===== src/rtl/mem_arbiter_if.sv =====
// Bus bundle for mem_arbiter: fetch port, data port, shared memory command and error pulse.
// The arbiter binds to the slave modport; requesters/memory models bind to master.
interface mem_arbiter_if;
    logic        if_req;
    logic [31:0] if_addr;
    logic        if_gnt;
    logic        if_rvalid;
    logic [31:0] if_rdata;

    logic        d_req;
    logic        d_we;
    logic [31:0] d_addr;
    logic [31:0] d_wdata;
    logic        d_gnt;
    logic        d_rvalid;
    logic [31:0] d_rdata;

    logic        mem_req;
    logic        mem_we;
    logic [31:0] mem_addr;
    logic [31:0] mem_wdata;
    logic        mem_ack;
    logic [31:0] mem_rdata;

    logic        err;

    modport slave (
        input  if_req, if_addr,
        output if_gnt, if_rvalid, if_rdata,
        input  d_req, d_we, d_addr, d_wdata,
        output d_gnt, d_rvalid, d_rdata,
        output mem_req, mem_we, mem_addr, mem_wdata,
        input  mem_ack, mem_rdata,
        output err
    );

    modport master (
        output if_req, if_addr,
        input  if_gnt, if_rvalid, if_rdata,
        output d_req, d_we, d_addr, d_wdata,
        input  d_gnt, d_rvalid, d_rdata,
        input  mem_req, mem_we, mem_addr, mem_wdata,
        output mem_ack, mem_rdata,
        input  err
    );
endinterface


===== src/rtl/mem_arbiter.sv =====
// Two-port (fetch/data) arbiter onto a single memory port: data priority with
// fetch starvation override, bounded wait for mem_ack with error abort.
module mem_arbiter #(
    parameter int unsigned STARVE_MAX = 3,
    parameter int unsigned TIMEOUT    = 15
) (
    input  logic           clk,
    input  logic           rst_n,
    mem_arbiter_if.slave   bus
);

    localparam logic [3:0] STARVE_LIM = 4'(STARVE_MAX);
    localparam logic [7:0] WAIT_LAST  = 8'(TIMEOUT - 1);

    typedef enum logic [1:0] {
        IDLE   = 2'd0,
        ACCESS = 2'd1,
        RESP   = 2'd2
    } state_t;

    state_t      state_q, state_d;
    logic        start;
    logic        pick_d;

    logic        owner_d_q;
    logic        we_q;
    logic [31:0] addr_q;
    logic [31:0] wdata_q;
    logic [31:0] rdata_q;
    logic        timeout_q;
    logic [3:0]  starve_q;
    logic [7:0]  wait_q;
    logic        if_gnt_q;
    logic        d_gnt_q;

    always_ff @(posedge clk or negedge rst_n) begin
        if (!rst_n) state_q <= IDLE;
        else        state_q <= state_d;
    end

    // Fetch only overrides data when it is actually requesting and has been starved.
    always_comb begin
        state_d = state_q;
        start   = 1'b0;
        pick_d  = 1'b0;
        case (state_q)
            IDLE: begin
                if (bus.d_req || bus.if_req) begin
                    state_d = ACCESS;
                    start   = 1'b1;
                    pick_d  = bus.d_req && !(bus.if_req && starve_q == STARVE_LIM);
                end
            end
            ACCESS: begin
                if (bus.mem_ack || wait_q == WAIT_LAST) state_d = RESP;
            end
            RESP:    state_d = IDLE;
            default: state_d = IDLE;
        endcase
    end

    always_ff @(posedge clk or negedge rst_n) begin
        if (!rst_n) begin
            owner_d_q <= 1'b0;
            we_q      <= 1'b0;
            addr_q    <= '0;
            wdata_q   <= '0;
            rdata_q   <= '0;
            timeout_q <= 1'b0;
            starve_q  <= '0;
            wait_q    <= '0;
            if_gnt_q  <= 1'b0;
            d_gnt_q   <= 1'b0;
        end else begin
            if_gnt_q <= 1'b0;
            d_gnt_q  <= 1'b0;
            if (start) begin
                owner_d_q <= pick_d;
                if_gnt_q  <= !pick_d;
                d_gnt_q   <= pick_d;
                we_q      <= pick_d & bus.d_we;
                addr_q    <= pick_d ? bus.d_addr : bus.if_addr;
                wdata_q   <= pick_d ? bus.d_wdata : '0;
                wait_q    <= '0;
                timeout_q <= 1'b0;
                if (!pick_d)
                    starve_q <= '0;
                else if (bus.if_req && starve_q != STARVE_LIM)
                    starve_q <= starve_q + 4'd1;
            end
            // Ack in the final allowed cycle wins over the abort.
            if (state_q == ACCESS) begin
                if (bus.mem_ack) begin
                    rdata_q <= we_q ? '0 : bus.mem_rdata;
                end else begin
                    wait_q <= wait_q + 8'd1;
                    if (wait_q == WAIT_LAST) begin
                        rdata_q   <= 32'hDEADBEEF;
                        timeout_q <= 1'b1;
                    end
                end
            end
        end
    end

    logic in_access;
    logic in_resp;
    assign in_access = (state_q == ACCESS);
    assign in_resp   = (state_q == RESP);

    assign bus.mem_req   = in_access;
    assign bus.mem_we    = in_access & we_q;
    assign bus.mem_addr  = in_access ? addr_q  : '0;
    assign bus.mem_wdata = in_access ? wdata_q : '0;

    assign bus.if_gnt    = if_gnt_q;
    assign bus.d_gnt     = d_gnt_q;
    assign bus.if_rvalid = in_resp & !owner_d_q;
    assign bus.d_rvalid  = in_resp &  owner_d_q;
    assign bus.if_rdata  = (in_resp && !owner_d_q) ? rdata_q : '0;
    assign bus.d_rdata   = (in_resp &&  owner_d_q) ? rdata_q : '0;
    assign bus.err       = in_resp & timeout_q;

endmodule


===== src/flat_wrapper.sv =====
// flat-port wrapper written by rule: the top's interface ports become plain ports
module mem_arbiter_flat 
#(
    parameter int unsigned STARVE_MAX = 3,
    parameter int unsigned TIMEOUT    = 15
)
  (clk, rst_n, bus_if_req, bus_if_addr, bus_if_gnt, bus_if_rvalid, bus_if_rdata, bus_d_req, bus_d_we, bus_d_addr, bus_d_wdata, bus_d_gnt, bus_d_rvalid, bus_d_rdata, bus_mem_req, bus_mem_we, bus_mem_addr, bus_mem_wdata, bus_mem_ack, bus_mem_rdata, bus_err);
  mem_arbiter_if bus_i ();
  input  logic clk;
  input  logic rst_n;
  input wire logic [$bits(bus_i.if_req)-1:0] bus_if_req;
  input wire logic [$bits(bus_i.if_addr)-1:0] bus_if_addr;
  output wire logic [$bits(bus_i.if_gnt)-1:0] bus_if_gnt;
  output wire logic [$bits(bus_i.if_rvalid)-1:0] bus_if_rvalid;
  output wire logic [$bits(bus_i.if_rdata)-1:0] bus_if_rdata;
  input wire logic [$bits(bus_i.d_req)-1:0] bus_d_req;
  input wire logic [$bits(bus_i.d_we)-1:0] bus_d_we;
  input wire logic [$bits(bus_i.d_addr)-1:0] bus_d_addr;
  input wire logic [$bits(bus_i.d_wdata)-1:0] bus_d_wdata;
  output wire logic [$bits(bus_i.d_gnt)-1:0] bus_d_gnt;
  output wire logic [$bits(bus_i.d_rvalid)-1:0] bus_d_rvalid;
  output wire logic [$bits(bus_i.d_rdata)-1:0] bus_d_rdata;
  output wire logic [$bits(bus_i.mem_req)-1:0] bus_mem_req;
  output wire logic [$bits(bus_i.mem_we)-1:0] bus_mem_we;
  output wire logic [$bits(bus_i.mem_addr)-1:0] bus_mem_addr;
  output wire logic [$bits(bus_i.mem_wdata)-1:0] bus_mem_wdata;
  input wire logic [$bits(bus_i.mem_ack)-1:0] bus_mem_ack;
  input wire logic [$bits(bus_i.mem_rdata)-1:0] bus_mem_rdata;
  output wire logic [$bits(bus_i.err)-1:0] bus_err;
  assign bus_i.if_req = bus_if_req;
  assign bus_i.if_addr = bus_if_addr;
  assign bus_if_gnt = bus_i.if_gnt;
  assign bus_if_rvalid = bus_i.if_rvalid;
  assign bus_if_rdata = bus_i.if_rdata;
  assign bus_i.d_req = bus_d_req;
  assign bus_i.d_we = bus_d_we;
  assign bus_i.d_addr = bus_d_addr;
  assign bus_i.d_wdata = bus_d_wdata;
  assign bus_d_gnt = bus_i.d_gnt;
  assign bus_d_rvalid = bus_i.d_rvalid;
  assign bus_d_rdata = bus_i.d_rdata;
  assign bus_mem_req = bus_i.mem_req;
  assign bus_mem_we = bus_i.mem_we;
  assign bus_mem_addr = bus_i.mem_addr;
  assign bus_mem_wdata = bus_i.mem_wdata;
  assign bus_i.mem_ack = bus_mem_ack;
  assign bus_i.mem_rdata = bus_mem_rdata;
  assign bus_err = bus_i.err;
  mem_arbiter #(.STARVE_MAX(STARVE_MAX), .TIMEOUT(TIMEOUT)) u_core (.clk(clk), .rst_n(rst_n), .bus(bus_i));
endmodule

===== config.mk =====
export PLATFORM = sky130hd
export DESIGN_NAME = mem_arbiter_flat
export DESIGN_NICKNAME = d
export VERILOG_FILES = /design/src/rtl/mem_arbiter_if.sv /design/src/rtl/mem_arbiter.sv /design/src/flat_wrapper.sv
export SDC_FILE = /design/constraint.sdc
export NUM_CORES = 1
export LEC_CHECK = 0
export CORE_ASPECT_RATIO = 0.6
export CORE_MARGIN = 2
export CORE_UTILIZATION = 41
export CTS_CLUSTER_SIZE = 12
export DETAILED_ROUTE_END_ITERATION = 10
export HOLD_SLACK_MARGIN = 0.06
export PLACE_DENSITY = 0.8
export SYNTH_ARGS = -nofsm -noshare
export SYNTH_HDL_FRONTEND = slang
export SYNTH_SLANG_ARGS = --single-unit

===== constraint.sdc =====
create_clock -name clk -period 2.2 [get_ports clk]
set_clock_uncertainty 0.2 [all_clocks]
set_input_delay 0.33 -clock clk [delete_from_list [all_inputs] [get_ports clk]]
set_output_delay 0.33 -clock clk [all_outputs]
set_load 0.005 [all_outputs]

# Word-level counts from Yosys, hierarchy flattened
# Cells that the tools add are included.
word_totals:
  word_cells: 68
  inputBits: 134
  regBits: 115
  out_inout_bits: 135
op_classes:
  reduce_logical: 15
  bitwise_logic: 5
  n_addsub: 2
  eq_ne: 8
  muxes: 27
ops:
  columns: ["cell", "count"]
  rows:
  - ["32-bit two-way mux", 9]
  - ["8-bit two-way mux", 3]
  - ["1-bit two-way mux", 10]
  - ["8-bit by 1-bit adder with 8-bit output, second input constant", 1]
  - ["8-bit by 4-bit == test with 1-bit output, second input constant", 1]
  - ["4-bit two-way mux", 2]
  - ["2-bit AND reduction", 3]
  - ["1-bit bitwise AND", 5]
  - ["1-bit logical AND", 5]
  - ["4-bit by 1-bit adder with 4-bit output, second input constant", 1]
  - ["4-bit by 2-bit == test with 1-bit output, second input constant", 1]
  - ["2-bit two-way mux", 2]
  - ["2-bit inequality test, second input constant", 2]
  - ["4-bit by 2-bit inequality test with 1-bit output, second input constant", 1]
  - ["2-bit case mux with 2 select lines", 1]
  - ["1-bit zero test", 3]
  - ["2-bit by 1-bit == test with 1-bit output, second input constant", 1]
  - ["2-bit == test, second input constant", 1]
  - ["2-bit zero test", 1]
  - ["1-bit logical OR", 2]
  - ["2-bit by 1-bit inequality test with 1-bit output, second input constant", 1]
  - ["2-bit nonzero test", 1]

# Depth between registers and ports, before layout
# Gate-level depths: netlist (run 1).
logic_depth:
  word_depth: 8
  depth_mapped: 7

# Worst setup path after synthesis (run 1)
# No wires, ideal clock.
synth_timing:
  path_type: "flip-flop to flip-flop"
  start: "register u_core.state_q[0]"
  end: "register u_core.addr_q[10]"
  stages_incl_launch_ff: 7
  setup_time_ns: 0.118
  arrival_time_ns: 1.559
  path_slack_ns: 0.323
  path_buffers: 2
  synth_period_minus_slack_ns: 1.877
  path_cell_list: "dfrtp_1 -> buf_2 -> or3b_4 -> a31oi_4 -> nor2_1 -> buf_2 -> a21o_1"
synth_between:
  elab_chain_len: 3
synth_rtl:
  columns: ["item", "line", "rtl"]
  rows:
  - ["start, declared", "mem_arbiter.sv:21", "state_t state_q, state_d;"]
  - ["start signal, assigned", "mem_arbiter.sv:38", "else state_q <= state_d;"]
  - ["2-bit zero test (*)", "mem_arbiter.sv:46", "case (state_q)"]
  - ["1-bit two-way mux", "mem_arbiter.sv:46", null]
  - ["32-bit two-way mux", "mem_arbiter.sv:82", "addr_q <= pick_d ? bus.d_addr : bus.if_addr;"]
  - ["end signal, assigned", "mem_arbiter.sv:82", null]
  - ["end, declared", "mem_arbiter.sv:27", "logic [31:0] addr_q;"]
# Mark *: on every way between the ends. The rest lies on a longest branch, timed or not.
# A chain may end at the register's enable or synchronous reset.

# Worst setup path after layout (run 1)
layout_timing:
  start: "register u_core.state_q[0]"
  end: "register u_core.addr_q[29]"
# The elaborated chain is that of the path after synthesis.

==> flow_metrics.py, run 1 <==
metrics = {
    "outcome": {
        "run_status": "finished with violations",
        "failed_checks": "setup timing",
    },
    "floorplan": {
        "ios": 269,
        "die_width_um": 155.5,
        "core_area_um2": 13540,
        "placementRows": 33,
        "dieArea_um2": 14750,
        "initial_core_util_pct": 41.67,
        "die-height_um": 94.88,
    },
    "clock_network": {
        "clock-root-buffer": "clkbuf_16",
        "cts_num_sinks": 115,
        "cts-buffers-inserted": 17,
        "insertion_delay_ns": 0.40,
        "clk_path_buf_depth": 2,
        "cts_tree": "done",
        "clk_transition_reported_paths_ns": 0.05,
        "h-tree-depth": 4,
    },
    "layout": {
        "n_antenna_cell": 0,
        "mostFrequentLayoutCell": "clkdlybuf4s50_1",
        "areaGrowthSynthToFinish_pct": 79.45,
        "commonest_cells_after_routing_fill_and_taps_aside": "clkdlybuf4s50_1, dfrtp_1, buf_6, and2_1, a22o_1",
        "nNetsFinal": 983,
        "utilization_pct": 74.77,
        "final_layout_size_suffix_gt1_share_pct": 33.57,
    },
    "grt": {
        "largest_net_degree_at_the_start_of_global_routing": 60,
        "grt_first_pass_wirelength_um": 28590,
        "grt.total_usage_pct": 25.06,
        "first_global_vias": 5440,
        "global_route.overflow_total": 0,
        "initial_antenna_violation_count": 0,
    },
    "routing": {
        "vias": 5706,
        "drt-vias-per-instance": 5.524,
        "drt-pass1-iter-count": 5,
        "final_antenna_net_count": 0,
        "routed_wire_length_per_instance_um": 21.20,
        "remaining_drc_errors": 0,
        "routed_wl_um": 21900,
        "detail_route.iter0.violations": 478,
    },
    "logic_synthesis": {
        "number_of_warnings_issued_by_yosys": 0,
        "asyncSetResetFlopFracSynth_pct": 100.0,
        "synth_top_cell_by_area": "dfrtp_1",
        "synth_top_area_share_pct": 51.00,
        "syn_nets": 668,
        "synth_ff_type": "dfrtp_1",
        "synth.cell_area_um2": 5643,
        "synth.area.top_cells": "dfrtp_1, and2_1, a22o_1",
        "synth_cell_type_count": 37,
        "syn-instance-count": 531,
        "number_of_synthesized_flops_with_an_enable_pin": 0,
        "synth_sequential_area_ratio_pct": 51.00,
        "post_synth.cell_area_avg_um2": 10.63,
        "ys_seq_elements": 115,
    },
    "setup_path": {
        "rrSetupSlack_ns": -0.13,
        "critPathKind": "reg2reg",
        "worst_setup_path_endpoint": "u_core.addr_q[29]",
        "worst-endpoint-required_ns": 2.29,
        "arrival_ns": 2.42,
        "crit_path_start": "u_core.state_q[0]",
        "crit_path_max_fanout": 8,
        "worstSetupStartpointType": "register",
        "r2r_start": "u_core.state_q[0]",
        "crit_path_end_kind": "register",
        "ff2ff_path_depth": 8,
        "rr_endpoint": "u_core.addr_q[29]",
    },
    "sta": {
        "setup_viol": 102,
        "timing_worst_slew_pin_value_ns": 0.5180,
        "period_utilization_post_route_pct": 106.1,
        "timing_max_transition_violations_final": 0,
        "min_clock_period_post_route_ns": 2.334,
        "slew-limit-headroom_pct": 65.47,
        "hold_viol_final": 0,
        "grt_setup_unrepaired": "true",
        "post-route-worst-setup-slack_ns": -0.1344,
        "max_clock_freq_mhz": 428.4,
        "final.hold.worst_slack_ns": 0.2496,
    },
    "power": {
        "power.leakage_nw": 5.155,
        "p_total_mw": 13.01,
        "power.density_nw_per_um2": 1285,
        "vdd.ir_drop.worst_uv": 877.9,
    },
    "placement": {
        "port_buffers": 268,
        "gp_congestion": 0.7923,
        "dpl.hpwl_um": 12720,
    },
    "flow_run": {
        "cap_violations": 0,
    },
    "hold_path": {
        "hold_path.class": "in2async",
    },
}
-- timing repair --
item,4_1_cts,5_1_grt
endpoints found under the setup margin,133,199
pin swaps,15,10
hold buffers,1,0
hold endpoints to repair,34,0
resized for setup,262,290
gates cloned,4,15
setup buffers,10,22
-- stage by stage --
stage	setup WS, ns	cells	setup TNS, ns	instance area (um2)
2_1_floorplan	0.3233	531	0	5643
3_3_place_gp	-0.006797	955	-0.01407	8667
3_5_place_dp	-0.06115	955	-0.7789	8667
4_1_cts	-0.2872	1001	-15.02	9520
5_1_grt	-0.1831	1033	-13.32	10130
6_report	-0.1344	1033	-5.741	10130
-- sequential cells by signal, summed over array words and instances (netlist names), 2 cells and up --
register         cells
u_core.starve_q      4
u_core.wait_q        8
u_core.wdata_q      32
u_core.state_q       2
u_core.rdata_q      32
u_core.addr_q       32
-- critical path, cell delays in order (launching register included) --
cell       delay [ns]
dfrtp_2          0.46
buf_6            0.13
buf_6            0.10
buf_6            0.12
or3b_4           0.39
a31oi_4          0.30
nor2_4           0.14
clkbuf_16        0.19
a21o_1           0.18
-- power breakdown --
| part | internal, mW | total, mW | switching [mW] |
|---|---|---|---|
| clock network | 1.82 | 2.76 | 0.945 |
| logic | 3.75 | 6.40 | 2.65 |
| registers | 3.11 | 3.85 | 0.743 |
| total | 8.68 | 13.0 | 4.34 |
-- logic make-up after synthesis --
family,share of synthesized area [%]
simple gates,22.86
compound gates,21.60
xor+xnor,0.1552
mux,0.3548
fa+ha+maj,0.6653
buf+inv,3.370
flops,51.00
-- per-layer routing --
metal  up-vias  track usage (%)  share of wire [%]
li1       2511                -                  -
met4         0            7.798                1.8
met2       260            41.41                 48
met5         -                0                  0
met1      2888            33.87                 45
met3        47            4.681                5.4
-- synthesized netlist by cell type (all sizes together) (3+ instances only) --
cell type	n
nand2	27
nor2	6
a21o	33
a21oi	3
nor3	4
dfrtp	115
buf	13
nand2b	26
a2bb2oi	24
ha	3
and2	131
clkbuf	29
o21ai	10
nor3b	3
inv	3
a22o	66
a22oi	8
nand3	7
-- worst min-delay path by stage --
stage / startpoint / end / slack [ns]
2_1_floorplan: rst_n / u_core.addr_q[0] / -0.17
3_3_place_gp: rst_n / u_core.wait_q[3] / 0.13
3_5_place_dp: rst_n / u_core.rdata_q[26] / 0.14
4_1_cts: rst_n / u_core.rdata_q[26] / 0.26
5_1_grt: rst_n / u_core.rdata_q[26] / 0.28
6_report: rst_n / u_core.rdata_q[26] / 0.25
-- area by class of cell --
class | count | area (um2)
Multi-Input combinational cell | 371 | 2795
Tap cell | 175 | 219.0
Sequential cell | 115 | 2879
Timing Repair Buffer | 338 | 3617
Clock buffer | 20 | 456.7
Fill cell | 908 | 3417
Inverter | 3 | 23.77
Clock inverter | 11 | 135.1
(Power assumes the default switching activity.)
==> run 2, diff against run 1 <==
--- a/config.mk
+++ b/config.mk
@@ -11,7 +11,8 @@
 export CTS_CLUSTER_SIZE = 12
 export DETAILED_ROUTE_END_ITERATION = 10
 export HOLD_SLACK_MARGIN = 0.06
-export PLACE_DENSITY = 0.8
+export PLACE_DENSITY_LB_ADDON = 0.05
+export SLEW_MARGIN = 5
 export SYNTH_ARGS = -nofsm -noshare
 export SYNTH_HDL_FRONTEND = slang
 export SYNTH_SLANG_ARGS = --single-unit
==> run 2 against run 1 <==
Sequential share of layout area down 0.30 points. Via count down 0.89%. Worst hold slack worse by 0.025 ns. Critical path type is now reg2out. Die area unchanged. Critical path depth down 1. Cell area up 1.1%. Combinational power up 12%. Maximum frequency down 7.1%. Final cell count up 1.5%. Largest power group unchanged. Utilization up 0.80 points. The flow still finishes with violations (setup timing).
==> flow_metrics.py, run 2 (synthesized netlist as in run 1, its figures left out) <==
metrics = {
    "routing": {
        "final_antenna_net_count": 0,
        "vias": 5655,
        "drt-pass1-iter-count": 4,
        "detail_route.iter0.violations": 399,
        "drt-vias-per-instance": 5.396,
        "routed_wl_um": 22200,
        "remaining_drc_errors": 0,
        "routed_wire_length_per_instance_um": 21.19,
    },
    "placement": {
        "gp_congestion": 0.8348,
        "place_ws_ns": -0.09546,
        "dpl.hpwl_um": 12610,
        "port_buffers": 268,
        "dpl-instance-area_um2": 8717,
        "placed_cells": 958,
    },
    "sta": {
        "period_utilization_post_route_pct": 114.3,
        "timing_max_transition_violations_final": 0,
        "slew-limit-headroom_pct": 57.14,
        "timing_worst_slew_pin_value_ns": 0.6401,
        "post-route-worst-setup-slack_ns": -0.3142,
        "max_clock_freq_mhz": 397.7,
        "setup_viol": 159,
        "grt_setup_unrepaired": "true",
        "timing.setup.tns_ns": -16.47,
        "min_clock_period_post_route_ns": 2.514,
        "hold_viol_final": 0,
    },
    "setup_path": {
        "crit_path_max_fanout": 8,
        "critPathKind": "reg2out",
        "worst_setup_path_endpoint": "bus_if_rdata[29]",
        "rr_endpoint": "u_core.addr_q[8]",
        "rrSetupSlack_ns": -0.10,
        "ff2ff_path_depth": 9,
        "r2r_start": "u_core.state_q[1]",
        "crit_path_start": "u_core.state_q[1]",
        "worstSetupStartpointType": "register",
        "worst-endpoint-required_ns": 1.67,
        "crit_path_end_kind": "primary output",
        "arrival_ns": 1.98,
    },
    "clock_network": {
        "cts-buffers-inserted": 17,
        "clock-root-buffer": "clkbuf_16",
        "cts_tree": "done",
        "cts_num_sinks": 115,
        "clk_transition_reported_paths_ns": 0.06,
        "clk_path_buf_depth": 2,
        "insertion_delay_ns": 0.41,
        "h-tree-depth": 4,
    },
    "grt": {
        "global_route.overflow_total": 0,
        "first_global_vias": 5535,
        "largest_net_degree_at_the_start_of_global_routing": 57,
        "initial_antenna_violation_count": 0,
        "grt_first_pass_wirelength_um": 29680,
        "grt.total_usage_pct": 26.36,
    },
    "power": {
        "p_total_mw": 13.82,
        "power.density_nw_per_um2": 1350,
        "power.leakage_nw": 4.957,
        "vdd.ir_drop.worst_uv": 612.8,
    },
    "floorplan": {
        "ios": 269,
        "core_area_um2": 13540,
        "dieArea_um2": 14750,
        "die-height_um": 94.88,
        "placementRows": 33,
        "die_width_um": 155.5,
        "initial_core_util_pct": 41.67,
    },
    "layout": {
        "registers_with_the_highest_flip_flop_counts": "u_core.addr_q: 32 flops, u_core.rdata_q: 32 flops, u_core.wdata_q: 32 flops",
        "nNetsFinal": 997,
        "commonest_cells_after_routing_fill_and_taps_aside": "clkdlybuf4s50_1, dfrtp_1, buf_6, and2_1, a22o_1",
        "areaGrowthSynthToFinish_pct": 81.37,
        "instances_no_fill": 1048,
        "mostFrequentLayoutCell": "clkdlybuf4s50_1",
        "post-route-cell-area_um2": 10230,
        "n_antenna_cell": 0,
        "final_layout_size_suffix_gt1_share_pct": 36.08,
    },
    "outcome": {
        "run_status": "finished with violations",
        "failed_checks": "setup timing",
    },
    "flow_run": {
        "cap_violations": 0,
    },
    "hold_path": {
        "hold_path.class": "in2async",
    },
}
run 2: cell count changes in the layout (fill, tap and decap cells not counted), moves of 3 or more:
cell	change
dlymetal6s2s_1	-21
clkbuf_2	+7
buf_4	+6
buf_8	+6
clkdlybuf4s15_1	+5
clkinv_2	-4
clkdlybuf4s15_2	+3
clkinvlp_4	+3
run 2: critical path: stages, from the launching register on:
cell and delay, ns:
dfrtp_1 0.37, buf_4 0.13, nor3b_4 0.26, buf_4 0.17, buf_4 0.14, clkbuf_16 0.16
and2_1 0.13, clkdlybuf4s15_1 0.20
run 2: how the worst min path moves through the flow:
stage | slack, ns | start | end
6_report | 0.22 | rst_n | u_core.addr_q[20]
5_1_grt | 0.27 | rst_n | u_core.addr_q[20]
4_1_cts | 0.25 | rst_n | u_core.addr_q[20]
3_5_place_dp | 0.14 | rst_n | u_core.addr_q[20]
3_3_place_gp | 0.13 | rst_n | u_core.addr_q[20]
2_1_floorplan | -0.17 | rst_n | u_core.addr_q[0]
run 2: layout make-up:
cell class                 count  area, um2
clock buffer                  20      466.7
clock inverter                12      155.1
fill                         906       3308
inverter                       3      23.77
multi-input combinational    371       2781
sequential                   115       2879
tap                          175      219.0
timing repair buffer         352       3710
run 2: timing repair:
action,CTS,global route
pin swaps,11,63
hold buffers,1,0
endpoints found under the hold margin,33,0
buffers inserted,23,20
cloned,7,15
endpoints found under the setup margin,132,165
resized for setup,400,216
run 2: per-stage QoR:
| step | utilization (%) | hold slack (ns) |
|---|---|---|
| after floorplan | - | -0.1656 |
| after global placement | 64.37 | 0.1284 |
| after detailed placement | 64.37 | 0.1414 |
| after CTS | 71.84 | 0.2533 |
| after global routing | 75.57 | 0.2710 |
| final | 75.57 | 0.2242 |
run 2: metal layers:
metal | vias to the layer above | wire [um] | track usage [%]
met2 | 245 | 10100 | 40.97
li1 | 2530 | - | -
met3 | 32 | 1529 | 6.425
met5 | - | 0 | 0
met4 | 0 | 404 | 11.93
met1 | 2848 | 10170 | 35.28
run 2: power breakdown:
part / internal (mW) / total [mW] / leakage, nW / switching [mW]
Combinational: 4.30 / 7.14 / 3.27 / 2.84
Sequential: 3.11 / 3.81 / 1.40 / 0.699
Clock: 1.87 / 2.87 / 0.290 / 1.00
Total: 9.27 / 13.8 / 4.96 / 4.54
==> run 3, diff against run 2 <==
--- a/config.mk
+++ b/config.mk
@@ -5,9 +5,10 @@
 export SDC_FILE = /design/constraint.sdc
 export NUM_CORES = 1
 export LEC_CHECK = 0
+export ABC_AREA = 1
 export CORE_ASPECT_RATIO = 0.6
 export CORE_MARGIN = 2
-export CORE_UTILIZATION = 41
+export CORE_UTILIZATION = 42
 export CTS_CLUSTER_SIZE = 12
 export DETAILED_ROUTE_END_ITERATION = 10
 export HOLD_SLACK_MARGIN = 0.06
==> run 3 against run 2 <==
The run still ends with setup timing left. Synthesized area increased by 6.7%. Die area increased by 4.0%. Critical path type unchanged. Non-clock buffer count fell by 46. Global-route usage fell by 0.51 points. Sequential power down 7.3%. Cell area is 4.6% lower. Largest cell class unchanged. Highest routed layer unchanged. First-iteration DRC count grew 9.5%.
==> flow_metrics.py, run 3 <==
metrics = {
    "outcome": {
        "run_status": "finished with violations",
        "failed_checks": "setup timing",
    },
    "sta": {
        "post-route-worst-setup-slack_ns": -0.005555,
        "timing.setup.tns_ns": -0.005555,
        "grt_setup_unrepaired": "true",
        "setup_viol": 1,
        "timing_worst_slew_pin_value_ns": 0.4841,
        "min_clock_period_post_route_ns": 2.206,
        "hold_viol_final": 0,
        "timing_max_transition_violations_final": 0,
        "slew-limit-headroom_pct": 67.73,
        "period_utilization_post_route_pct": 100.3,
        "final.hold.worst_slack_ns": 0.2137,
        "max_clock_freq_mhz": 453.4,
    },
    "power": {
        "p_clk_share_pct": 27.4,
        "comb_power_share_pct": 43.5,
        "seqPwrFrac_pct": 29.1,
        "total_switching_power_mw": 4.465,
        "vdd.ir_drop.worst_uv": 842.7,
        "power.leakage_nw": 5.439,
        "power.density_nw_per_um2": 1240,
        "sw_frac_of_total_pct": 36.88,
        "cell_internal_pwr_mw": 7.641,
    },
    "flow_run": {
        "cap_violations": 0,
    },
    "setup_path": {
        "critical-path-slowest-cell": "dfrtp_1",
        "cpLargestDelayFamily": "buffers and inverters",
        "cp_num_buf_inv": 4,
        "timing.critical_path.cells": "inv_2 -> nand2_4 -> nor2_4 -> inv_4 -> buf_12 -> nor2_1 -> dlygate4sd2_1",
        "arrival_ns": 1.68,
        "worst-endpoint-required_ns": 1.67,
        "crit_path_max_fanout": 16,
        "critical_path.max_stage_delay_ns": 0.39,
        "crit_path_end_kind": "primary output",
        "critPathKind": "reg2out",
        "worstSetupStartpointType": "register",
    },
    "floorplan": {
        "dieArea_um2": 15340,
        "die_width_um": 158.6,
        "initial_core_util_pct": 43.54,
        "die-height_um": 96.75,
        "ios": 269,
        "placementRows": 33,
        "core_area_um2": 13830,
    },
    "logic_synthesis": {
        "yosysMostFrequentCell": "nand2_1",
        "synth_top_cell_by_area": "dfrtp_1",
        "synth_ff_type": "dfrtp_1",
        "synth.cell_area_um2": 6022,
        "ys_seq_elements": 115,
        "synth_cell_type_count": 28,
        "post_synth.cell_area_avg_um2": 7.135,
        "synth_sequential_area_ratio_pct": 47.79,
        "number_of_synthesized_flops_with_an_enable_pin": 0,
        "syn-instance-count": 844,
        "number_of_warnings_issued_by_yosys": 0,
        "synth.area.top_cells": "dfrtp_1, nand2_1, nand3_1",
        "synth_top_area_share_pct": 47.79,
        "asyncSetResetFlopFracSynth_pct": 100.0,
        "syn_nets": 981,
        "synth_top_cells_by_count": "nand2_1, nor2_1, nand3_1, dfrtp_1, inv_1",
    },
    "layout": {
        "commonest_cells_after_routing_fill_and_taps_aside": "nand2_1, clkdlybuf4s50_1, nand3_1, nor2_1, dfrtp_1",
        "instances_no_fill": 1323,
        "areaGrowthSynthToFinish_pct": 62.14,
        "registers_with_the_highest_flip_flop_counts": "u_core.addr_q: 32 flops, u_core.rdata_q: 32 flops, u_core.wdata_q: 32 flops",
        "final_layout_size_suffix_gt1_share_pct": 13.70,
        "mostFrequentLayoutCell": "nand2_1",
        "n_antenna_cell": 0,
        "nNetsFinal": 1255,
        "post-route-cell-area_um2": 9764,
    },
    "grt": {
        "largest_net_degree_at_the_start_of_global_routing": 53,
        "grt.total_usage_pct": 25.84,
        "initial_antenna_violation_count": 0,
        "global_route.overflow_total": 0,
        "first_global_vias": 6015,
        "grt_first_pass_wirelength_um": 30880,
    },
    "routing": {
        "drt-vias-per-instance": 4.747,
        "final_antenna_net_count": 0,
        "detail_route.iter0.violations": 437,
        "routed_wire_length_per_instance_um": 14.75,
        "vias": 6280,
        "drt-pass1-iter-count": 5,
        "routed_wl_um": 19510,
        "remaining_drc_errors": 0,
    },
    "clock_network": {
        "cts-buffers-inserted": 17,
        "clk_transition_reported_paths_ns": 0.06,
        "clk_path_buf_depth": 2,
        "cts_num_sinks": 115,
        "clock-root-buffer": "clkbuf_16",
        "insertion_delay_ns": 0.41,
        "cts_tree": "done",
        "h-tree-depth": 4,
    },
    "placement": {
        "port_buffers": 268,
        "gp_congestion": 0.8162,
        "placed_cells": 1275,
        "dpl.hpwl_um": 12750,
        "dpl-instance-area_um2": 8975,
    },
    "hold_path": {
        "hold_path.class": "in2async",
    },
}
run 3: cell count changes after synthesis, sizes merged, moves of 12 or more:
| cell | change |
|---|---|
| a21o | -33 |
| a22o | -66 |
| a2bb2oi | -24 |
| and2 | -130 |
| buf | +21 |
| clkbuf | -12 |
| inv | +117 |
| nand2 | +188 |
| nand2b | -26 |
| nand3 | +127 |
| nor2 | +142 |
| o21ai | +29 |
run 3: routing by layer:
metal,share of wire (%),wire [um],GRT usage [%]
met3,8.1,1590,7.841
met5,0,0,0
met1,46,8890,36.83
met2,45,8695,38.20
met4,1.7,338,7.069
run 3: logic make-up (layout without fill, tap and decap cells):
kind of cell | after synthesis | count (layout) | share of synthesized area (%)
xor+xnor | 1 | 1 | 0.1455
simple gates | 511 | 511 | 35.88
buf+inv | 172 | 459 | 11.86
compound gates | 42 | 42 | 3.698
flops | 115 | 115 | 47.79
fa+ha+maj | 3 | 3 | 0.6234
run 3: repair_timing:
item | 4_1_cts | 5_1_grt
gates resized for setup | 169 | 123
gates cloned | 2 | 1
hold buffers | 1 | 0
endpoints found under the setup margin | 130 | 92
setup buffers | 7 | 5
endpoints found under the hold margin | 72 | 0
pin swaps | 0 | 1
run 3: power groups by stage:
stage                     registers, mW  clock network [mW]  logic (mW)
final                              3.53                3.31        5.27
after global routing               3.64                3.48        5.87
after CTS                          3.52                3.36        5.13
after detailed placement           3.52                   0        5.14
after global placement             3.50                   0        5.09
after floorplan                    3.43                   0        2.82
run 3: final timing paths:
path | startpoint | to | slack [ns] | cells past startpoint
min in group clk | bus_d_wdata[23] | u_core.wdata_q[23] | 0.27 | 3
max | u_core.state_q[0] | bus_d_rdata[14] | -0.006 | 7
max reg2reg | u_core.state_q[1] | u_core.wdata_q[11] | 0.29 | 9
max in group asynchronous | rst_n | u_core.wdata_q[3] | 1.04 | 3
min reg2reg | u_core.rdata_q[5] | u_core.rdata_q[5] | 0.27 | 2
min | rst_n | u_core.addr_q[12] | 0.21 | 2
run 3: final cells by class:
type | count | area [um2]
timing repair buffer | 306 | 2969
sequential | 115 | 2878
fill | 1131 | 4068
clock buffer | 19 | 452.9
inverter | 121 | 459.2
tap | 192 | 240.2
clock inverter | 13 | 254.0
multi-input combinational | 557 | 2511
run 3: through the flow:
step / total power, mW / util (%) / setup WS, ns
global route: 12.99 / 70.59 / -0.08085
floorplan: 6.253 / - / 0.5615
detailed placement: 8.661 / 64.88 / 0.1408
global placement: 8.588 / 64.88 / 0.2010
finish: 12.11 / 70.59 / -0.005555
CTS: 12.01 / 69.92 / -0.2037
run 3: worst register-to-register path: stages, from the launching register on:
cell,delay [ns]
dfrtp_1,0.43
buf_4,0.16
buf_4,0.13
nor2_4,0.11
inv_2,0.08
nor2_8,0.11
nand2_4,0.07
inv_4,0.28
nand2_1,0.10
o21ai_0,0.13
